## config.mk

```make
export PLATFORM = sky130hd
export DESIGN_NAME = mem_arbiter
export DESIGN_NICKNAME = d
export VERILOG_FILES = /design/src/rtl/mem_arb_pkg.sv /design/src/rtl/mem_arb_pick.sv /design/src/rtl/mem_arbiter.sv
export SDC_FILE = /design/constraint.sdc
export NUM_CORES = 1
export LEC_CHECK = 0
export CORE_AREA = 2 2 254 256
export DETAILED_ROUTE_END_ITERATION = 16
export DIE_AREA = 0 0 256 258
export SLEW_MARGIN = 20
export SYNTH_ARGS = -nofsm -noshare
export SYNTH_HDL_FRONTEND = slang
export SYNTH_HIERARCHICAL = 1
export SYNTH_SLANG_ARGS = --single-unit
```

## constraint.sdc

```tcl
create_clock -name clk -period 2.2 [get_ports clk]
set_input_delay 0.44 -clock clk [delete_from_list [all_inputs] [get_ports clk]]
set_output_delay 0.44 -clock clk [all_outputs]
set_load 0.05 [all_outputs]
```

## src/rtl/mem_arb_pkg.sv

```systemverilog
// Shared widths, requester indices and FSM state type for the memory arbiter.
package mem_arb_pkg;

  localparam int unsigned ADDR_W = 56;
  localparam int unsigned DATA_W = 64;
  localparam int unsigned STRB_W = 8;

  localparam int unsigned REQ_PTW  = 0;
  localparam int unsigned REQ_DMEM = 1;
  localparam int unsigned REQ_IMEM = 2;

  typedef enum logic [1:0] {IDLE, BUSY, RESP} arb_state_t;

endpackage

```

## src/rtl/mem_arb_pick.sv

```systemverilog
// Winner selection: walker has fixed priority, data and fetch alternate when both request.
module mem_arb_pick
  import mem_arb_pkg::*;
#(
  parameter int unsigned N     = 3,
  parameter int unsigned IDX_W = 2
) (
  input  logic [N-1:0]     req,
  input  logic [IDX_W-1:0] last_rr,
  output logic             valid,
  output logic [N-1:0]     win,
  output logic [IDX_W-1:0] win_idx
);

  always_comb begin
    valid   = |req;
    win_idx = '0;
    if (req[REQ_PTW]) begin
      win_idx = IDX_W'(REQ_PTW);
    end else if (req[REQ_DMEM] && req[REQ_IMEM]) begin
      win_idx = (last_rr == IDX_W'(REQ_DMEM)) ? IDX_W'(REQ_IMEM) : IDX_W'(REQ_DMEM);
    end else if (req[REQ_DMEM]) begin
      win_idx = IDX_W'(REQ_DMEM);
    end else if (req[REQ_IMEM]) begin
      win_idx = IDX_W'(REQ_IMEM);
    end
    win = valid ? (N'(1) << win_idx) : '0;
  end

endmodule

```

## src/rtl/mem_arbiter.sv

```systemverilog
// Serialises PTW, DMEM and IMEM onto one memory transaction at a time, with a
// watchdog that completes a never-acknowledged transaction as an error.
module mem_arbiter
  import mem_arb_pkg::*;
#(
  parameter int unsigned N       = 3,
  parameter int unsigned TIMEOUT = 255
) (
  input  logic                   clk,
  input  logic                   rst,
  input  logic [N-1:0]           req,
  input  logic [N-1:0]           we,
  input  logic [N-1:0][ADDR_W-1:0] addr,
  input  logic [N-1:0][DATA_W-1:0] wdata,
  input  logic [N-1:0][STRB_W-1:0] wstrb,
  output logic [N-1:0]           gnt,
  output logic [N-1:0]           rvalid,
  output logic [DATA_W-1:0]      rdata,
  output logic                   err,
  output logic                   mem_req,
  output logic                   mem_we,
  output logic [ADDR_W-1:0]      mem_addr,
  output logic [DATA_W-1:0]      mem_wdata,
  output logic [STRB_W-1:0]      mem_wstrb,
  input  logic                   mem_ack,
  input  logic [DATA_W-1:0]      mem_rdata
);

  localparam int unsigned IDX_W = (N > 1) ? $clog2(N) : 1;
  localparam int unsigned CNT_W = $clog2(TIMEOUT + 1);
  localparam logic [CNT_W-1:0] CNT_LAST = CNT_W'(TIMEOUT - 1);
  localparam logic [CNT_W-1:0] CNT_MAX  = {CNT_W{1'b1}};

  arb_state_t        state_q, state_d;
  logic [IDX_W-1:0]  owner_q, owner_d;
  logic [IDX_W-1:0]  last_rr_q, last_rr_d;
  logic [CNT_W-1:0]  cnt_q, cnt_d;
  logic              cmd_we_q, cmd_we_d;
  logic [ADDR_W-1:0] cmd_addr_q, cmd_addr_d;
  logic [DATA_W-1:0] cmd_wdata_q, cmd_wdata_d;
  logic [STRB_W-1:0] cmd_wstrb_q, cmd_wstrb_d;
  logic [DATA_W-1:0] rdata_q, rdata_d;
  logic              err_q, err_d;
  logic [N-1:0]      rvalid_q, rvalid_d;

  logic              pick_valid;
  logic [N-1:0]      pick_win;
  logic [IDX_W-1:0]  pick_idx;

  mem_arb_pick #(
    .N    (N),
    .IDX_W(IDX_W)
  ) u_pick (
    .req    (req),
    .last_rr(last_rr_q),
    .valid  (pick_valid),
    .win    (pick_win),
    .win_idx(pick_idx)
  );

  always_comb begin
    state_d     = state_q;
    owner_d     = owner_q;
    last_rr_d   = last_rr_q;
    cnt_d       = cnt_q;
    cmd_we_d    = cmd_we_q;
    cmd_addr_d  = cmd_addr_q;
    cmd_wdata_d = cmd_wdata_q;
    cmd_wstrb_d = cmd_wstrb_q;
    rdata_d     = rdata_q;
    err_d       = 1'b0;
    rvalid_d    = '0;
    gnt         = '0;
    unique case (state_q)
      IDLE: begin
        cnt_d = '0;
        // Reset masks the grant so nothing is accepted during the reset cycle.
        if (pick_valid && !rst) begin
          gnt         = pick_win;
          owner_d     = pick_idx;
          cmd_we_d    = we[pick_idx];
          cmd_addr_d  = addr[pick_idx];
          cmd_wdata_d = wdata[pick_idx];
          cmd_wstrb_d = wstrb[pick_idx];
          if (pick_idx != IDX_W'(REQ_PTW)) begin
            last_rr_d = pick_idx;
          end
          state_d = BUSY;
        end
      end
      BUSY: begin
        cnt_d = (cnt_q == CNT_MAX) ? cnt_q : cnt_q + 1'b1;
        // Ack takes precedence over a timeout landing on the same cycle.
        if (mem_ack) begin
          rdata_d  = cmd_we_q ? '0 : mem_rdata;
          rvalid_d = N'(1) << owner_q;
          state_d  = RESP;
        end else if (cnt_q == CNT_LAST) begin
          rdata_d  = '0;
          err_d    = 1'b1;
          rvalid_d = N'(1) << owner_q;
          state_d  = RESP;
        end
      end
      RESP: begin
        cnt_d   = '0;
        state_d = IDLE;
      end
      default: state_d = IDLE;
    endcase
  end

  always_ff @(posedge clk) begin
    if (rst) begin
      state_q     <= IDLE;
      owner_q     <= '0;
      last_rr_q   <= IDX_W'(REQ_IMEM);
      cnt_q       <= '0;
      cmd_we_q    <= 1'b0;
      cmd_addr_q  <= '0;
      cmd_wdata_q <= '0;
      cmd_wstrb_q <= '0;
      rdata_q     <= '0;
      err_q       <= 1'b0;
      rvalid_q    <= '0;
    end else begin
      state_q     <= state_d;
      owner_q     <= owner_d;
      last_rr_q   <= last_rr_d;
      cnt_q       <= cnt_d;
      cmd_we_q    <= cmd_we_d;
      cmd_addr_q  <= cmd_addr_d;
      cmd_wdata_q <= cmd_wdata_d;
      cmd_wstrb_q <= cmd_wstrb_d;
      rdata_q     <= rdata_d;
      err_q       <= err_d;
      rvalid_q    <= rvalid_d;
    end
  end

  assign rvalid    = rvalid_q;
  assign rdata     = rdata_q;
  assign err       = err_q;
  assign mem_req   = (state_q == BUSY);
  assign mem_we    = cmd_we_q;
  assign mem_addr  = cmd_addr_q;
  assign mem_wdata = cmd_wdata_q;
  assign mem_wstrb = cmd_wstrb_q;

endmodule

```

; ---- Word level (Yosys, flattened, before mapping)
; Index checks and enable logic that the tools add are counted.
[op_classes]
n_mux = 28
n_reduce_logical = 16
magnitude_cmp = 1
n_mul = 0
div_mod_pow = 0
eq_ne = 8
addsub = 1
shifts = 2
n_bitwise = 1
[ops]
columns = operator, n
row1 = $mux W64, 4
row2 = $bmux W64 S2, 1
row3 = $bmux W56 S2, 1
row4 = $mux W56, 1
row5 = $bmux W8 S2, 1
row6 = $eq A8 B8 Y1 const B, 2
row7 = $mux W2, 8
row8 = $mux W8, 2
row9 = $pmux W8 S2, 1
row10 = $mux W3, 5
row11 = $add A8 B1 Y8 const B, 1
row12 = $reduce_and A2 Y1, 4
row13 = $reduce_bool A2 Y1, 3
row14 = $reduce_or A3 Y1, 2
row15 = $shl A1 B2 Y3 const A, 2
row16 = $eq A2 B1 Y1 const B, 2
row17 = $ne A2 B2 Y1 const B, 2
row18 = $pmux W2 S2, 1
row19 = $reduce_or A2 Y1, 2
row20 = $lt A2 B3 Y1 const B, 1
row21 = $ne A3 B1 Y1 const B, 1
row22 = $reduce_and A3 Y1, 1
row23 = $bmux W1 S2, 1
row24 = $eq A2 B2 Y1 const B, 1
row25 = other kinds (5), 7
[totals]
mem_bits_ro = 0
elab_cells = 68
latchBits = 0
mem_bits_rw = 0
ff_bits = 211
n_memories = 0
in_bits = 457

; ---- Longest topological paths before layout
[depth]
ltp_word = 8
mapped_depth = 9
ltp_nobuf = 6

; ---- Cells and area by module
; Netlist, hierarchy kept.
[modules_own_cells]
columns = module, cells_per_inst, seq_area_each_um2, n_inst, area_per_inst_um2
row1 = mem_arbiter, 1235, 4224.1, 1, 10112.2
row2 = mem_arb_pick, 10, 0.0, 1, 60.1

; ---- Least setup slack after synthesis
; Ideal clock, no wire load.
[synth_path]
path_type = input to output
startpoint = input req[0]
endpoint = output gnt[0]
arrival_ns = 1.532
stages = 3
path_buffers = 0
slack_ns = 0.228
path_cell_list = or3_1 nor4b_1 and2_1
[synth_via]
elab_chain_cells = 5
[synth_lines]
columns = element, line
row1 = from (decl), mem_arbiter.sv:11  ; input logic [N-1:0] req,
row2 = $mux W2, mem_arb_pick.sv:18  ; if (req[REQ_PTW]) begin
row3 = $shl A1 B2 Y3, mem_arb_pick.sv:27  ; win = valid ? (N'(1) << win_idx) : '0;
row4 = $mux W3, mem_arb_pick.sv:27
row5 = $mux W3 *, mem_arbiter.sv:78  ; if (pick_valid && !rst) begin
row6 = $mux W3 *, mem_arbiter.sv:74  ; unique case (state_q)
row7 = to (decl), mem_arbiter.sv:16  ; output logic [N-1:0] gnt,
; Mark *: on every way between the ends. The rest lies on a longest branch, timed or not.

; ---- Final worst setup path
[layout_path]
startpoint = register cmd_addr_q[9], in the netlist mem_addr[9]
endpoint = output mem_addr[9]
[layout_rtl]
columns = element, line
row1 = from (decl), mem_arbiter.sv:39  ; logic [ADDR_W-1:0] cmd_addr_q, cmd_addr_d;
row2 = from (signal assigned), mem_arbiter.sv:132  ; cmd_addr_q <= cmd_addr_d;
row3 = to (decl), mem_arbiter.sv:22  ; output logic [ADDR_W-1:0] mem_addr,
; No word-level cell between the ends.

==> metrics.txt <==
die height 258 um; worst path required time 1.76 ns; Final ANT Viol Nets 0; EDFF count, synth 0; status finished clean; Num CTS Buffers 26; post-synth cell types 41; Most used DFF post-synth dfxtp_1; clk slew on worst S/H paths 0.06 ns; DIE AREA 66,000 sq um; setup TNS 0 ns; Clk pwr share 34.0%; final instance area 19,200 sq um; minimum clock period 2.16 ns; Crit. End Element output port; sequential power share 33.2%; Slew Limit Fails 0; Placed Area 18,300 sq um; DRC Markers 0; CTS Root Cell clkbuf_16; Core ar. roughly 64,000 sq um; FF-to-FF Start last_rr_q[1]$_SDFFE_PP1P_; Initial Utilization between 10% and 20%; critical path depth 1; DR iter-0 viols 524; Crit path buffers/inverters 1; actual slew at the worst max-slew pin 0.819 ns; most common cell after layout, fill and taps aside clkdlybuf4s50_1; Peak VDD IR 0.515 mV; Layout Nets roughly 2,400; pin count of the biggest net entering global routing 199; GRT Resource Usage Total 13.5%; most frequent cells in the layout clkdlybuf4s50_1 (501), dfxtp_1 (208), a21oi_1 (198); drt pass-1 iters 5; Max-Cap Viols 0; P_sw around 4500 uW; Critical Path End mem_addr[9]; vias in the first global route 11,900; syn_nets 1,704; vias per cell about 4.2; Slew HR 45.4%; aggregate routed wire length 47,200 um; vias post-DR 11,600; clk_skew 0.00898 ns; RePlAce Congestion 0.913; slowest stage delay, CP between 0.8 and 0.9 ns; FF-to-FF path depth 10; combinational group share of total power 32.8%; final hold vios 0; Tcrit/Tclk final between 90% and 100%; cell count after placement 2,729; synthesized area per cell a little over 8 sq um; Post-Syn Area 10,200 sq um; Ys Warns 6; CTS sink count 211; I/O Pins approximately 660; CP max stage cell clkdlybuf4s50_1; WHS between 0.09 and 0.1 ns; crit-path max FO 2; leading area contributor after synthesis dfxtp_1; final setup violation count 0; row cnt 93; CTS tree yes; HPWL Detailed roughly 37,000 um; Routed WL per cell about 17 um; Crit Path Class flop to output port; Hold WC Path Type primary input to flop; Final Non-Filler Cells 2,777; top cells by area, synth dfxtp_1 (42%), mux2i_1 (13%), a21oi_1 (9.8%); Internal Power 8800 uW; Seq cells post-synth 211; fmax 463 MHz; first-pass GRT wire length 69,900 um; share of cells above drive strength 1 8.59%; GRT Residual Overflow 0; P per Cell Area between 600 and 700 nW/um^2; Worst Setup SP mem_addr[9]$_SDFFE_PP0P_; clk_lat worst skew 0.55 ns; WP data arrival ~1.7 ns; Post-CTS Hold Buffers 0; H-Tree Depth 1; synthesis-to-layout area growth 88.6%; Seq/Total Area, Yosys 41.5%; Util after Layout 30.1%; CTS Buffer Depth 3; type of origin of the critical path flop; Synth Instances 1,245; I/O Buffers about 660; Pleak 0.00796 uW; worst r2r dst mem_wdata[10]$_SDFFE_PP0P_; async set-reset flop share out of synthesis 0%; initial antenna violation count 8; CP delay by family, top buffers and inverters; RSZ-0062 raised after global routing false; Die Width roughly 260 um; flop2flop setup slack 0.14 ns; switch share 34.1%; crit path cell chain clkdlybuf4s50_1; Synth top area share 41.5%
[state kept, by name (all words and copies together) (netlist names)]
signal / count
rdata: 64
err: 1
mem_wstrb: 8
mem_addr: 56
last_rr_q: 2
owner_q: 2
mem_we: 1
cnt_q: 8
mem_wdata: 64
state_q: 2
rvalid: 3
[area by class of cell]
type,count,area (sq um)
antenna,2,5.00
multi-input combinational,911,5470
clock inverter,9,143
tap,855,1070
inverter,6,22.5
clock buffer,37,772
sequential,211,4230
fill,6707,44500
timing repair buffer,746,7470
[through the flow]
step,worst slack [ns],total power (uW)
final,0.0405,13300
after global routing,0.00102,14000
after CTS,0.0000110,13600
after detailed placement,-0.641,9050
after global placement,-0.680,9020
after floorplan,0.228,6880
[what timing repair did]
item | CTS | global route
setup buffers | 0 | 1
setup endpoints to repair | 109 | 55
pin swaps | 0 | 1
resized for setup | 114 | 45
[cell families (layout without fill, tap and decap cells)]
kind of cell	after synthesis	after routing	share of synthesized area (%)
AOI/OAI and AO/OA	404	404	20.1
and+or+nand+nor	371	371	19.3
DFF	211	211	41.5
muxes	130	130	12.8
buffers and inverters	123	798	5.65
xor gates and xnor gates	4	4	0.344
adders and majority gates	2	2	0.246
other	0	2	0
[cell usage after synthesis, types with 3 or more instances]
master    number
a21oi_1      200
and2_1         4
buf_1          9
buf_2         24
buf_6         11
clkbuf_1      73
dfxtp_1      211
inv_1          5
mux2i_1      129
nand2_1       77
nand2b_1       3
nand3b_1     130
nor2_1       136
nor3b_1        3
o21ai_0      106
o21ai_1       90
xor2_1         3
[per-layer routing]
layer	GRT usage, %	vias up	part of all wire, %
li1	-	5685	-
met1	15.4	5369	40
met2	23.7	446	49
met3	4.41	77	8.0
met4	4.74	6	3.4
met5	0	-	0.068
[power by group through the flow]
| stage | Clock, uW | Sequential [uW] | Combinational, uW |
|---|---|---|---|
| 2_1_floorplan | 0 | 5810 | 1080 |
| 3_3_place_gp | 0 | 4500 | 4520 |
| 3_5_place_dp | 0 | 4510 | 4540 |
| 4_1_cts | 4740 | 4430 | 4410 |
| 5_1_grt | 4870 | 4480 | 4630 |
| 6_report | 4540 | 4430 | 4370 |
[worst min path at each step]
stage,from,to,slack (ns),cells after the start
floorplan,last_rr_q[1]$_SDFFE_PP1P_,last_rr_q[1]$_SDFFE_PP1P_,0.43,2
global placement,last_rr_q[1]$_SDFFE_PP1P_,last_rr_q[1]$_SDFFE_PP1P_,0.45,2
detailed placement,last_rr_q[1]$_SDFFE_PP1P_,last_rr_q[1]$_SDFFE_PP1P_,0.46,2
CTS,rst,cnt_q[1]$_SDFFE_PP0P_,0.03,2
global route,rst,cnt_q[1]$_SDFFE_PP0P_,0.06,2
finish,rst,cnt_q[1]$_SDFFE_PP0P_,0.1,2
Power figures use the tool's default switching activity.
